**src/rtl/mem_arb_pkg.sv**
```systemverilog
// Shared types for the instruction-fetch / data-cache memory port arbiter.
package mem_arb_pkg;

  typedef enum logic [1:0] {
    IDLE,
    ACCESS,
    DONE
  } state_t;

  typedef enum logic {
    OWN_IF,
    OWN_DC
  } owner_t;

endpackage

```
**src/rtl/mem_arb_prio.sv**
```systemverilog
// Winner select between fetch and data requests, with a saturating starvation counter
// that forces a fetch grant after STARVE_LIMIT consecutive data grants.
module mem_arb_prio
  import mem_arb_pkg::*;
#(
  parameter int unsigned STARVE_LIMIT = 3
) (
  input  logic clk_i,
  input  logic rst_ni,
  input  logic arb_en_i,
  input  logic if_req_i,
  input  logic dc_req_i,
  output logic if_win_o,
  output logic dc_win_o
);

  localparam int unsigned CW = (STARVE_LIMIT < 1) ? 1 : $clog2(STARVE_LIMIT + 1);
  localparam logic [CW-1:0] Limit = CW'(STARVE_LIMIT);

  logic [CW-1:0] r_starve;
  logic          w_force_if;

  always_comb begin
    w_force_if = if_req_i && (r_starve == Limit);
    dc_win_o   = arb_en_i && dc_req_i && !w_force_if;
    if_win_o   = arb_en_i && if_req_i && !dc_win_o;
  end

  // Only data grants that actually kept fetch waiting count towards starvation.
  always_ff @(posedge clk_i or negedge rst_ni) begin
    if (!rst_ni) begin
      r_starve <= '0;
    end else if (if_win_o) begin
      r_starve <= '0;
    end else if (dc_win_o && if_req_i && (r_starve != Limit)) begin
      r_starve <= r_starve + 1'b1;
    end
  end

endmodule

```
**src/rtl/mem_port_arbiter.sv**
```systemverilog
// Shares a single-ported memory between instruction fetch and the data cacheline:
// grant, hold the access for MEM_LATENCY cycles, then pulse rvalid with the read data.
module mem_port_arbiter
  import mem_arb_pkg::*;
#(
  parameter int unsigned WIDTH        = 32,
  parameter int unsigned MEM_LATENCY  = 2,
  parameter int unsigned STARVE_LIMIT = 3
) (
  input  logic             clk_i,
  input  logic             rst_ni,
  input  logic             if_req_i,
  input  logic [WIDTH-1:0] if_addr_i,
  output logic             if_gnt_o,
  output logic             if_rvalid_o,
  output logic [WIDTH-1:0] if_rdata_o,
  input  logic             dc_req_i,
  input  logic             dc_we_i,
  input  logic             dc_byte_op_i,
  input  logic [WIDTH-1:0] dc_addr_i,
  input  logic [WIDTH-1:0] dc_wdata_i,
  output logic             dc_gnt_o,
  output logic             dc_rvalid_o,
  output logic [WIDTH-1:0] dc_rdata_o,
  output logic [WIDTH-1:0] mem_address_o,
  output logic [WIDTH-1:0] mem_write_data_o,
  output logic             mem_write_enable_o,
  output logic             mem_byte_op_o,
  input  logic [WIDTH-1:0] mem_incoming_data_i,
  output logic             busy_o
);

  localparam int unsigned LW = (MEM_LATENCY > 1) ? $clog2(MEM_LATENCY) : 1;
  localparam logic [LW-1:0] CntLoad = LW'(MEM_LATENCY - 1);

  state_t           r_state;
  owner_t           r_owner;
  logic [LW-1:0]    r_cnt;
  logic [WIDTH-1:0] r_addr;
  logic [WIDTH-1:0] r_wdata;
  logic             r_we;
  logic             r_byte;
  logic [WIDTH-1:0] r_if_rdata;
  logic [WIDTH-1:0] r_dc_rdata;

  logic             w_if_win;
  logic             w_dc_win;
  logic             w_access;
  logic [WIDTH-1:0] w_cap_data;

  mem_arb_prio #(
    .STARVE_LIMIT(STARVE_LIMIT)
  ) u_prio (
    .clk_i   (clk_i),
    .rst_ni  (rst_ni),
    .arb_en_i(r_state == IDLE),
    .if_req_i(if_req_i),
    .dc_req_i(dc_req_i),
    .if_win_o(w_if_win),
    .dc_win_o(w_dc_win)
  );

  assign w_access   = (r_state == ACCESS);
  assign w_cap_data = r_we ? '0 : mem_incoming_data_i;

  always_ff @(posedge clk_i or negedge rst_ni) begin
    if (!rst_ni) begin
      r_state    <= IDLE;
      r_owner    <= OWN_IF;
      r_cnt      <= '0;
      r_addr     <= '0;
      r_wdata    <= '0;
      r_we       <= 1'b0;
      r_byte     <= 1'b0;
      r_if_rdata <= '0;
      r_dc_rdata <= '0;
    end else begin
      unique case (r_state)
        IDLE: begin
          if (w_dc_win) begin
            r_state <= ACCESS;
            r_cnt   <= CntLoad;
            r_owner <= OWN_DC;
            r_addr  <= dc_addr_i;
            r_wdata <= dc_wdata_i;
            r_we    <= dc_we_i;
            r_byte  <= dc_byte_op_i;
          end else if (w_if_win) begin
            // Fetch leaves the write-data bus at its last value.
            r_state <= ACCESS;
            r_cnt   <= CntLoad;
            r_owner <= OWN_IF;
            r_addr  <= if_addr_i;
            r_we    <= 1'b0;
            r_byte  <= 1'b0;
          end
        end
        ACCESS: begin
          if (r_cnt == '0) begin
            r_state <= DONE;
            if (r_owner == OWN_DC) begin
              r_dc_rdata <= w_cap_data;
            end else begin
              r_if_rdata <= w_cap_data;
            end
          end else begin
            r_cnt <= r_cnt - 1'b1;
          end
        end
        DONE:    r_state <= IDLE;
        default: r_state <= IDLE;
      endcase
    end
  end

  assign if_gnt_o           = w_if_win;
  assign dc_gnt_o           = w_dc_win;
  assign if_rvalid_o        = (r_state == DONE) && (r_owner == OWN_IF);
  assign dc_rvalid_o        = (r_state == DONE) && (r_owner == OWN_DC);
  assign if_rdata_o         = r_if_rdata;
  assign dc_rdata_o         = r_dc_rdata;
  assign mem_address_o      = r_addr;
  assign mem_write_data_o   = r_wdata;
  assign mem_write_enable_o = w_access && (r_owner == OWN_DC) && r_we;
  assign mem_byte_op_o      = w_access && (r_owner == OWN_DC) && r_byte;
  assign busy_o             = (r_state != IDLE);

endmodule
```
**config.mk**
```make
export PLATFORM = sky130hd
export DESIGN_NAME = mem_port_arbiter
export DESIGN_NICKNAME = d
export VERILOG_FILES = /design/src/rtl/mem_arb_pkg.sv /design/src/rtl/mem_arb_prio.sv /design/src/rtl/mem_port_arbiter.sv
export SDC_FILE = /design/constraint.sdc
export NUM_CORES = 1
export LEC_CHECK = 0
export CAP_MARGIN = 20
export CORE_AREA = 2 2 128 130
export CTS_BUF_LIST = sky130_fd_sc_hd__clkbuf_16
export CTS_CLUSTER_DIAMETER = 30
export CTS_CLUSTER_SIZE = 25
export DETAILED_ROUTE_END_ITERATION = 12
export DIE_AREA = 0 0 130 132
export GPL_ROUTABILITY_DRIVEN = 1
export GPL_TIMING_DRIVEN = 0
export PLACE_DENSITY = 0.78
export SLEW_MARGIN = 20
export SYNTH_ARGS = -nofsm -noshare
export SYNTH_HDL_FRONTEND = slang
export SYNTH_SLANG_ARGS = --single-unit
```
**constraint.sdc**
```tcl
create_clock -name clk_i -period 2.1 [get_ports clk_i]
set_input_delay 0.21 -clock clk_i [delete_from_list [all_inputs] [get_ports clk_i]]
set_output_delay 0.21 -clock clk_i [all_outputs]
set_load 0.02 [all_outputs]
```
-- Word level (Yosys, flattened, before mapping)
Index checks and enable logic that the tools add are counted.
- register bits: 136
- input port bits: 134
- $add $sub $neg: 2
- bitwise gates (word level): 2
- reduce and logical (&&, ||, !) cells: 25
- mux-type cells: 17
- equal/unequal tests: 6
- operators by type and width (kind ; count):
    $mux W32 ; 3
    $logic_and A1 B1 Y1 ; 12
    $mux W2 ; 5
    $reduce_and A2 Y1 ; 4
    $reduce_bool A2 Y1 ; 4
    $mux W1 ; 7
    $reduce_and A3 Y1 ; 2
    $eq A2 B2 Y1 const B ; 2
    $ne A2 B2 Y1 const B ; 2
    $pmux W2 S2 ; 1
    $ne A3 B3 Y1 const B ; 1
    $add A2 B1 Y2 const B ; 1
    $eq A2 B1 Y1 const B ; 1
    $logic_not A1 Y1 ; 2
    $logic_not A2 Y1 ; 1
    $not A1 Y1 ; 2
    $pmux W1 S2 ; 1
    $sub A1 B1 Y1 const B ; 1

-- Depth between registers and ports, before layout
Gate-level depths: netlist of the first run.
- word-level depth: 9
- mapped depth: 7

-- Modules after synthesis
Synthesis of the first run repeated with hierarchy kept, for this count alone.
- cell total of the unflattened synthesis: 451
- area total of the unflattened synthesis: 5720.5 µm²
- modules (own cells, without submodules) (module ; area an instance (µm²) ; cells each ; times used):
    mem_port_arbiter ; 5605.4 ; 440 ; 1
    mem_arb_prio ; 115.1 ; 11 ; 1

-- Least setup slack after synthesis of the first run
Ideal clock, no wire load.
- path kind: flip-flop to flip-flop
- from: register r_state[0]
- to: register r_addr[25], in the netlist mem_address_o[25]
- buffers on the path: 1
- library setup time: 0.067 ns
- cell stages (with the launch flop): 6
- data arrival time: 1.426 ns
- clock period less this slack: 1.493 ns
- path slack: 0.607 ns
- data required time: 2.033 ns
- cells stage by stage: dfrtp_1 nor2_1 nand3_2 inv_2 clkbuf_1 a221o_1
- longest elaborated chain between the ends: 7
- elaborated cells on any way between the ends: 9
- those cells by class: mux (1); reduce/logical (8)
- RTL lines (item ; RTL line ; source):
    start: declaration ; mem_port_arbiter.sv:36 ; state_t r_state;
    start signal: assignment ; mem_port_arbiter.sv:68 ; r_state <= IDLE;
    start signal: assignment ; mem_port_arbiter.sv:81 ; r_state <= ACCESS;
    start signal: assignment ; mem_port_arbiter.sv:90 ; r_state <= ACCESS;
    $logic_not A2 Y1 (*) ; mem_port_arbiter.sv:56 ; .arb_en_i(r_state == IDLE),
    $logic_and A1 B1 Y1 (*) (2 in series) ; mem_arb_prio.sv:25 ; dc_win_o = arb_en_i && dc_req_i && !w_force_if;
    named net dc_gnt_o ; mem_port_arbiter.sv:22 ; output logic dc_gnt_o,
    $logic_not A1 Y1 ; mem_arb_prio.sv:26 ; if_win_o = arb_en_i && if_req_i && !dc_win_o;
    $logic_and A1 B1 Y1 ; mem_arb_prio.sv:26 ;
    $reduce_bool A2 Y1 (no source line) ; -- ;
    $reduce_and A2 Y1 (no source line) ; -- ;
    end signal: assignment ; mem_port_arbiter.sv:84 ; r_addr <= dc_addr_i;
    end signal: assignment ; mem_port_arbiter.sv:93 ; r_addr <= if_addr_i;
    end: declaration ; mem_port_arbiter.sv:39 ; logic [WIDTH-1:0] r_addr;
Mark *: on every way through the listed nets, which the timed path passes. The rest lies on a longest branch.
A chain may end at the register's enable or synchronous reset.

-- Worst setup path after layout of the first run
- from: register u_prio.r_starve[0]
- to: output port if_gnt_o
- longest elaborated chain between the ends: 6
- RTL lines (item ; RTL line ; source):
    start: declaration ; mem_arb_prio.sv:20 ; logic [CW-1:0] r_starve;
    start signal: assignment ; mem_arb_prio.sv:36 ; r_starve <= r_starve + 1'b1;
    $eq A2 B2 Y1 ; mem_arb_prio.sv:24 ; w_force_if = if_req_i && (r_starve == Limit);
    $logic_and A1 B1 Y1 ; mem_arb_prio.sv:24 ;
    $logic_not A1 Y1 ; mem_arb_prio.sv:25 ;
    $logic_and A1 B1 Y1 ; mem_arb_prio.sv:25 ;
    $logic_not A1 Y1 ; mem_arb_prio.sv:26 ;
    $logic_and A1 B1 Y1 ; mem_arb_prio.sv:26 ;
    end: declaration ; mem_port_arbiter.sv:14 ; output logic if_gnt_o,
Every way passes these cells.

==> run summary, run 1 <==
outcome: finished, final reports clean
final wirelength: 16600 um
setup ws final: 103.8 ps
Layout Cells excl Fill: 975
CTS Buf Count: 17
Setup Viol. Count Final: 0
crit start category: flip-flop
R2R depth: 6
Design Power: 14.45 mW
drt pass-1 iters: 4
via/cell ratio: 4.818
Lkg Pwr: 3.966 nW
Place WS: -602.0 ps
library cells used by synthesis: 27
number of nets in the layout: 881
syn avg cell area: 11.80 um^2
Least-Margin Pin Slew: 778.3 ps
CP peak stage delay: 390 ps
fin crit period: 1996 ps
total stage count of the critical path: 5
Slew Limit Fails: 0
Worst-Skew Late Latency: 420 ps
IO Port Bufs: 268
Routed WL per cell: 17.03 um
Final Hold Viols: 0
WL met2: 8232 um
Die X: 130 um
largest net degree at the start of global routing: 91
root buf cell: clkbuf_16
Rel. slew slack: 47.76%
gpl congestion: 0.7739
CP cell instances: ha_1, nand2b_4, clkbuf_8, and2_1, clkdlybuf4s15_2
CP required: 1890 ps
DRT met1 WL: 6320 um
most frequent cells in the layout: clkdlybuf4s50_1, dfrtp_1, nand2_1
Seq cells post-synth: 136
hpwl dp: 12430 um
Vias: 4698
initial antenna violation count: 0
layout overhead on the synthesized area: 66.33%
Post-Syn Instances: 458
crit-path max FO: 10
Fin Setup TNS: 0 ps
ratio of cells with drive above 1 in the final layout: 12.38%
vias in the first global route: 4906
Net Count, Synth: 593
top layer in use: met4
Clock Skews: 11.45 ps
Fmax achieved: 500.9 MHz
Critical Path AT: 1790 ps
Crit path buffers/inverters: 2
GRT Total Usage: 19.96%
leading cell type in the layout, fill and taps excluded: clkdlybuf4s50_1
Reg clk slew, reported paths: 60 ps
Largest delay share family, worst path: buffers and inverters
Syn. warnings: 0
DP Cell Count: 943
Power Density: 1608 nW/um^2
Cell Area, Synth: 5403 um^2
Hold WC Path Type: input pin to asynchronous set/reset pin
Final Core Density: 57.19%
ratio of final minimum period to clock period: 95.06%
Crit Path Category: flip-flop to output pin
CTS H-Tree Depth: 4
Die Area: 17160 um^2
peak supply drop: 0.8464 mV
WL met3: 1624 um
I/O Pins: 269
DIE HEIGHT: 132 um
maximum clock insertion buffer count: 2
total gr overflow: 0
RSZ-0062 raised after global routing: no
area of the core: 15710 um^2
antenna-violating nets left: 0
post-route cell area: 8986 um^2
clock sinks: 136
FP Rows: 46
TritonCTS clock tree: done
Max Cap Viol: 0
crit path max-delay cell type: dfrtp_1
DRC: 0
crit end category: output pin
Fillers: 1340
register area share after synthesis: 62.99%
Ant. Diodes: 0
Starting Density: 34.38%
Worst Hold Slack: 290.2 ps
first-pass GRT wire length: 26210 um
starting DRC count in detailed routing: 173
DP Area: 8388 um^2
-- flip-flops by register name (all words and copies together), names as in the netlist --
signal,cells
r_owner,1
mem_address_o,32
r_cnt,1
r_we,1
if_rdata_o,32
u_prio.r_starve,2
r_state,2
mem_write_data_o,32
dc_rdata_o,32
r_byte,1
-- what timing repair did --
action | 4_1_cts | 5_1_grt
hold endpoints to repair | 46 | 0
endpoints found under the setup margin | 4 | 3
pin swaps | 1 | 0
buffers inserted | 1 | 0
resized for setup | 16 | 6
hold buffers | 1 | 0
-- worst paths after layout --
kind	start	to	slack [ps]
min	rst_ni	if_rdata_o[4]$_DFFE_PN0P_	290
max in group asynchronous	rst_ni	r_state[1]$_DFFE_PN0P_	1040
max reg2reg	u_prio.r_starve[0]$_DFFE_PN0P_	mem_write_data_o[4]$_DFFE_PN0P_	330
max	u_prio.r_starve[0]$_DFFE_PN0P_	if_gnt_o	100
min in group clk_i	mem_incoming_data_i[26]	if_rdata_o[26]$_DFFE_PN0P_	370
min reg2reg	dc_rdata_o[15]$_DFFE_PN0P_	dc_rdata_o[15]$_DFFE_PN0P_	480
-- report_power, final --
part / switching (mW) / internal, mW
clock network: 1.17 / 1.63
registers: 0.759 / 3.88
logic: 3.56 / 3.44
-- cell type report --
type / count / area, um^2 / area share (%)
Tap cell: 216 / 270.3 / 3.008
Timing Repair Buffer: 271 / 2730 / 30.38
Sequential cell: 136 / 3407 / 37.91
Buffer: 31 / 153.9 / 1.713
Clock buffer: 17 / 425.4 / 4.734
Multi-Input combinational cell: 287 / 1861 / 20.70
Clock inverter: 15 / 128.9 / 1.434
Inverter: 2 / 10.01 / 0.1114
-- cell usage after synthesis --
master	instances	area share, %
nor2b_1	1	0.12
or3b_2	1	0.16
buf_2	16	1.5
nand3_2	1	0.19
nor3b_1	1	0.14
o21ai_0	32	3.0
clkbuf_1	14	0.97
a21o_1	1	0.14
a22o_1	2	0.32
and2_1	1	0.12
buf_4	1	0.14
inv_2	1	0.069
nor3b_2	1	0.23
a221o_1	32	5.9
o21ai_1	35	3.2
and3_1	34	3.9
and3b_1	1	0.16
nor2_1	2	0.14
ha_1	1	0.23
mux2_2	32	6.7
nand2_1	72	5.0
buf_1	2	0.14
inv_1	1	0.069
or4b_1	1	0.19
nand4bb_1	1	0.21
dfrtp_1	136	63
nand2b_1	35	4.1
-- kinds of logic after synthesis --
| logic type | count (synthesis) | share of synthesized area, % |
|---|---|---|
| adders and majority gates | 1 | 0.2316 |
| buffers and inverters | 35 | 2.872 |
| AOI/OAI and AO/OA | 102 | 12.60 |
| and+or+nand+nor | 152 | 14.64 |
| muxes | 32 | 6.670 |
| DFF | 136 | 62.99 |
-- routing by layer --
layer	GRT usage, %	up-vias
met1	22.47	2244
met3	6.940	25
met5	0	-
met2	34.12	229
met4	8.423	0
li1	-	2200
-- worst register-to-register path: stages (launching register included) --
cell and delay [ps]:
dfrtp_1 390, ha_1 230, nand2_1 80, nand3_2 120
inv_4 180, buf_2 280, mux2_2 370
Power figures use the tool's default switching activity.
==> run 2, diff against run 1 <==
--- a/config.mk
+++ b/config.mk
@@ -6,12 +6,12 @@
 export NUM_CORES = 1
 export LEC_CHECK = 0
 export CAP_MARGIN = 20
-export CORE_AREA = 2 2 128 130
+export CORE_AREA = 2 2 122 136
 export CTS_BUF_LIST = sky130_fd_sc_hd__clkbuf_16
 export CTS_CLUSTER_DIAMETER = 30
 export CTS_CLUSTER_SIZE = 25
 export DETAILED_ROUTE_END_ITERATION = 12
-export DIE_AREA = 0 0 130 132
+export DIE_AREA = 0 0 124 138
 export GPL_ROUTABILITY_DRIVEN = 1
 export GPL_TIMING_DRIVEN = 0
 export PLACE_DENSITY = 0.78
==> run summary, run 2 (synthesized netlist as in run 1, its figures left out) <==
area of the core: 15940 um^2 (+1.4%)
root buf cell: clkbuf_16
starting DRC count in detailed routing: 221 (+28%)
total gr overflow: 0 (unchanged)
Clock Skews: 5.218 ps (-6.228 ps)
RSZ-0062 raised after global routing: no
final wirelength: 15920 um (-4.1%)
gpl congestion: 0.8217 (+6.2%)
DRC: 0 (unchanged)
Crit Path Category: flip-flop to output pin
Setup Viol. Count Final: 0 (unchanged)
Least-Margin Pin Slew: 829.2 ps (+50.82 ps)
Final Hold Viols: 0 (unchanged)
ratio of cells with drive above 1 in the final layout: 12.14% (-0.25 points)
most frequent cells in the layout: clkdlybuf4s50_1, dfrtp_1, nand2_1
area occupied by multi-input gates: 1861 um^2 (unchanged)
r2r setup slk: 290 ps (-40 ps)
drt pass-1 iters: 4 (unchanged)
Power Density: 1629 nW/um^2 (+1.3%)
CTS H-Tree Depth: 4 (unchanged)
IO Port Bufs: 268 (unchanged)
Critical Path AT: 1770 ps (-20 ps)
R2R depth: 5 (-1)
Ant. Diodes: 0 (unchanged)
peak supply drop: 0.7475 mV (-12%)
Hold WC Path Type: input pin to asynchronous set/reset pin
CTS Buf Count: 17 (unchanged)
via/cell ratio: 4.828 (+0.21%)
Max Cap Viol: 0 (unchanged)
Worst-Skew Late Latency: 410 ps (about the same)
CP peak stage delay: 480 ps (+90 ps)
initial antenna violation count: 0 (unchanged)
FP Rows: 49 (+6.5%)
CP required: 1890 ps (about the same)
fin crit period: 1983 ps (-13.46 ps)
first-pass GRT wire length: 25060 um (-4.4%)
RR Startpoint: r_state[0]$_DFFE_PN0P_
Place WS: -429.3 ps (+172.8 ps)
outcome: finished, final reports clean
setup ws final: 117.2 ps (+13.46 ps)
CP cell instances: nor2_1, nand3_2, inv_4, clkdlybuf4s15_1
maximum clock insertion buffer count: 2 (unchanged)
vias in the first global route: 4903 (-0.061%)
leading cell type in the layout, fill and taps excluded: clkdlybuf4s50_1
Slew Limit Fails: 0 (unchanged)
worst r2r dst: mem_write_data_o[0]$_DFFE_PN0P_
I/O Pins: 269 (unchanged)
Register Area: 3407 um^2 (unchanged)
Lkg Pwr: 3.981 nW (+0.36%)
hpwl dp: 11650 um (-6.3%)
Worst Hold Slack: 329.7 ps (+39.50 ps)
Routed WL per cell: 16.55 um (-2.8%)
DIE HEIGHT: 138 um (+4.5%)
Fin Setup TNS: 0 ps (unchanged)
Rel. slew slack: 44.35% (-3.4 points)
Reg clk slew, reported paths: 60 ps (about the same)
crit-path max FO: 14 (+4)
TritonCTS clock tree: done
crit start category: flip-flop
crit path max-delay cell type: dfrtp_2
number of nets in the layout: 881 (unchanged)
Die Area: 17110 um^2 (-0.28%)
GRT Total Usage: 18.95% (-1.0 points)
layout overhead on the synthesized area: 66.95%
Starting Density: 33.89% (-0.49 points)
clock sinks: 136 (unchanged)
Fillers: 1385 (+3.4%)
Fmax achieved: 504.3 MHz (+0.68%)
Vias: 4645 (-1.1%)
antenna-violating nets left: 0 (unchanged)
largest net degree at the start of global routing: 77 (-15%)
ratio of final minimum period to clock period: 94.42% (-0.64 points)
Die X: 124 um (-4.6%)
crit end category: output pin
## run 2: cell types whose count changed in the layout (fill, tap and decap cells not counted), sizes merged
cell / before / now
bufinv: 1 / 4
clkbuf: 29 / 30
clkdlybuf4s15: 2 / 1
clkdlybuf4s50: 262 / 263
clkinv: 9 / 6
clkinvlp: 1 / 2
dlygate4sd2: 3 / 2
inv: 6 / 4
## run 2: power by group
| group | internal, mW | switching [mW] |
|---|---|---|
| Sequential | 3.88 | 0.767 |
| Clock | 1.97 | 1.12 |
| Combinational | 3.44 | 3.51 |
| Total | 9.30 | 5.40 |
## run 2: how the worst max path moves through the flow
| stage | end | from | cells after the start | slack, ps |
|---|---|---|---|---|
| after floorplan | mem_address_o[25]$_DFFE_PN0P_ | r_state[0]$_DFFE_PN0P_ | 5 | 610 |
| after global routing | dc_gnt_o | u_prio.r_starve[0]$_DFFE_PN0P_ | 5 | 4 |
| after detailed placement | if_gnt_o | if_req_i | 5 | -430 |
| after global placement | mem_address_o[18]$_DFFE_PN0P_ | rst_ni | 1 | -4690 |
| after CTS | dc_gnt_o | r_state[1]$_DFFE_PN0P_ | 4 | 10 |
| final | dc_gnt_o | r_state[0]$_DFFE_PN0P_ | 4 | 120 |
## run 2: what timing repair did
| action | 4_1_cts | 5_1_grt |
|---|---|---|
| buffers inserted | 1 | 0 |
| gates resized for setup | 16 | 4 |
| gates cloned | 0 | 0 |
| pin swaps | 1 | 0 |
| hold buffers | 1 | 0 |
| endpoints found under the setup margin | 4 | 4 |
| endpoints found under the hold margin | 60 | 0 |
## run 2: area by class of cell
| class | instances | area share [%] |
|---|---|---|
| buffer | 31 | 1.706 |
| clock buffer | 17 | 4.716 |
| clock inverter | 14 | 2.025 |
| inverter | 2 | 0.1110 |
| multi-input combinational | 287 | 20.63 |
| sequential | 136 | 37.77 |
| tap | 204 | 2.830 |
| timing repair buffer | 271 | 30.21 |
## run 2: critical path: cells and delay by family, from the launching register on
kind	cells	cell delay (ps)
buffers and inverters	2	510
AND/OR/NAND/NOR	2	370
flip-flops	1	480
## run 2: per-stage QoR
step	total power, mW	cell area, um^2	instances	util, %
finish	14.69	9020	962	56.59
global route	15.59	9020	962	56.59
CTS	14.86	9021	962	56.59
detailed placement	11.67	8373	931	52.53
floorplan	8.158	5403	458	-
global placement	11.55	8341	930	52.32
## run 2: layer usage
layer | GRT usage (%) | vias to the layer above | wire [um]
li1 | - | 2191 | -
met1 | 21.47 | 2230 | 6292
met2 | 32.56 | 205 | 7914
met3 | 7.137 | 19 | 1407
met4 | 6.268 | 0 | 303
met5 | 0 | - | 0
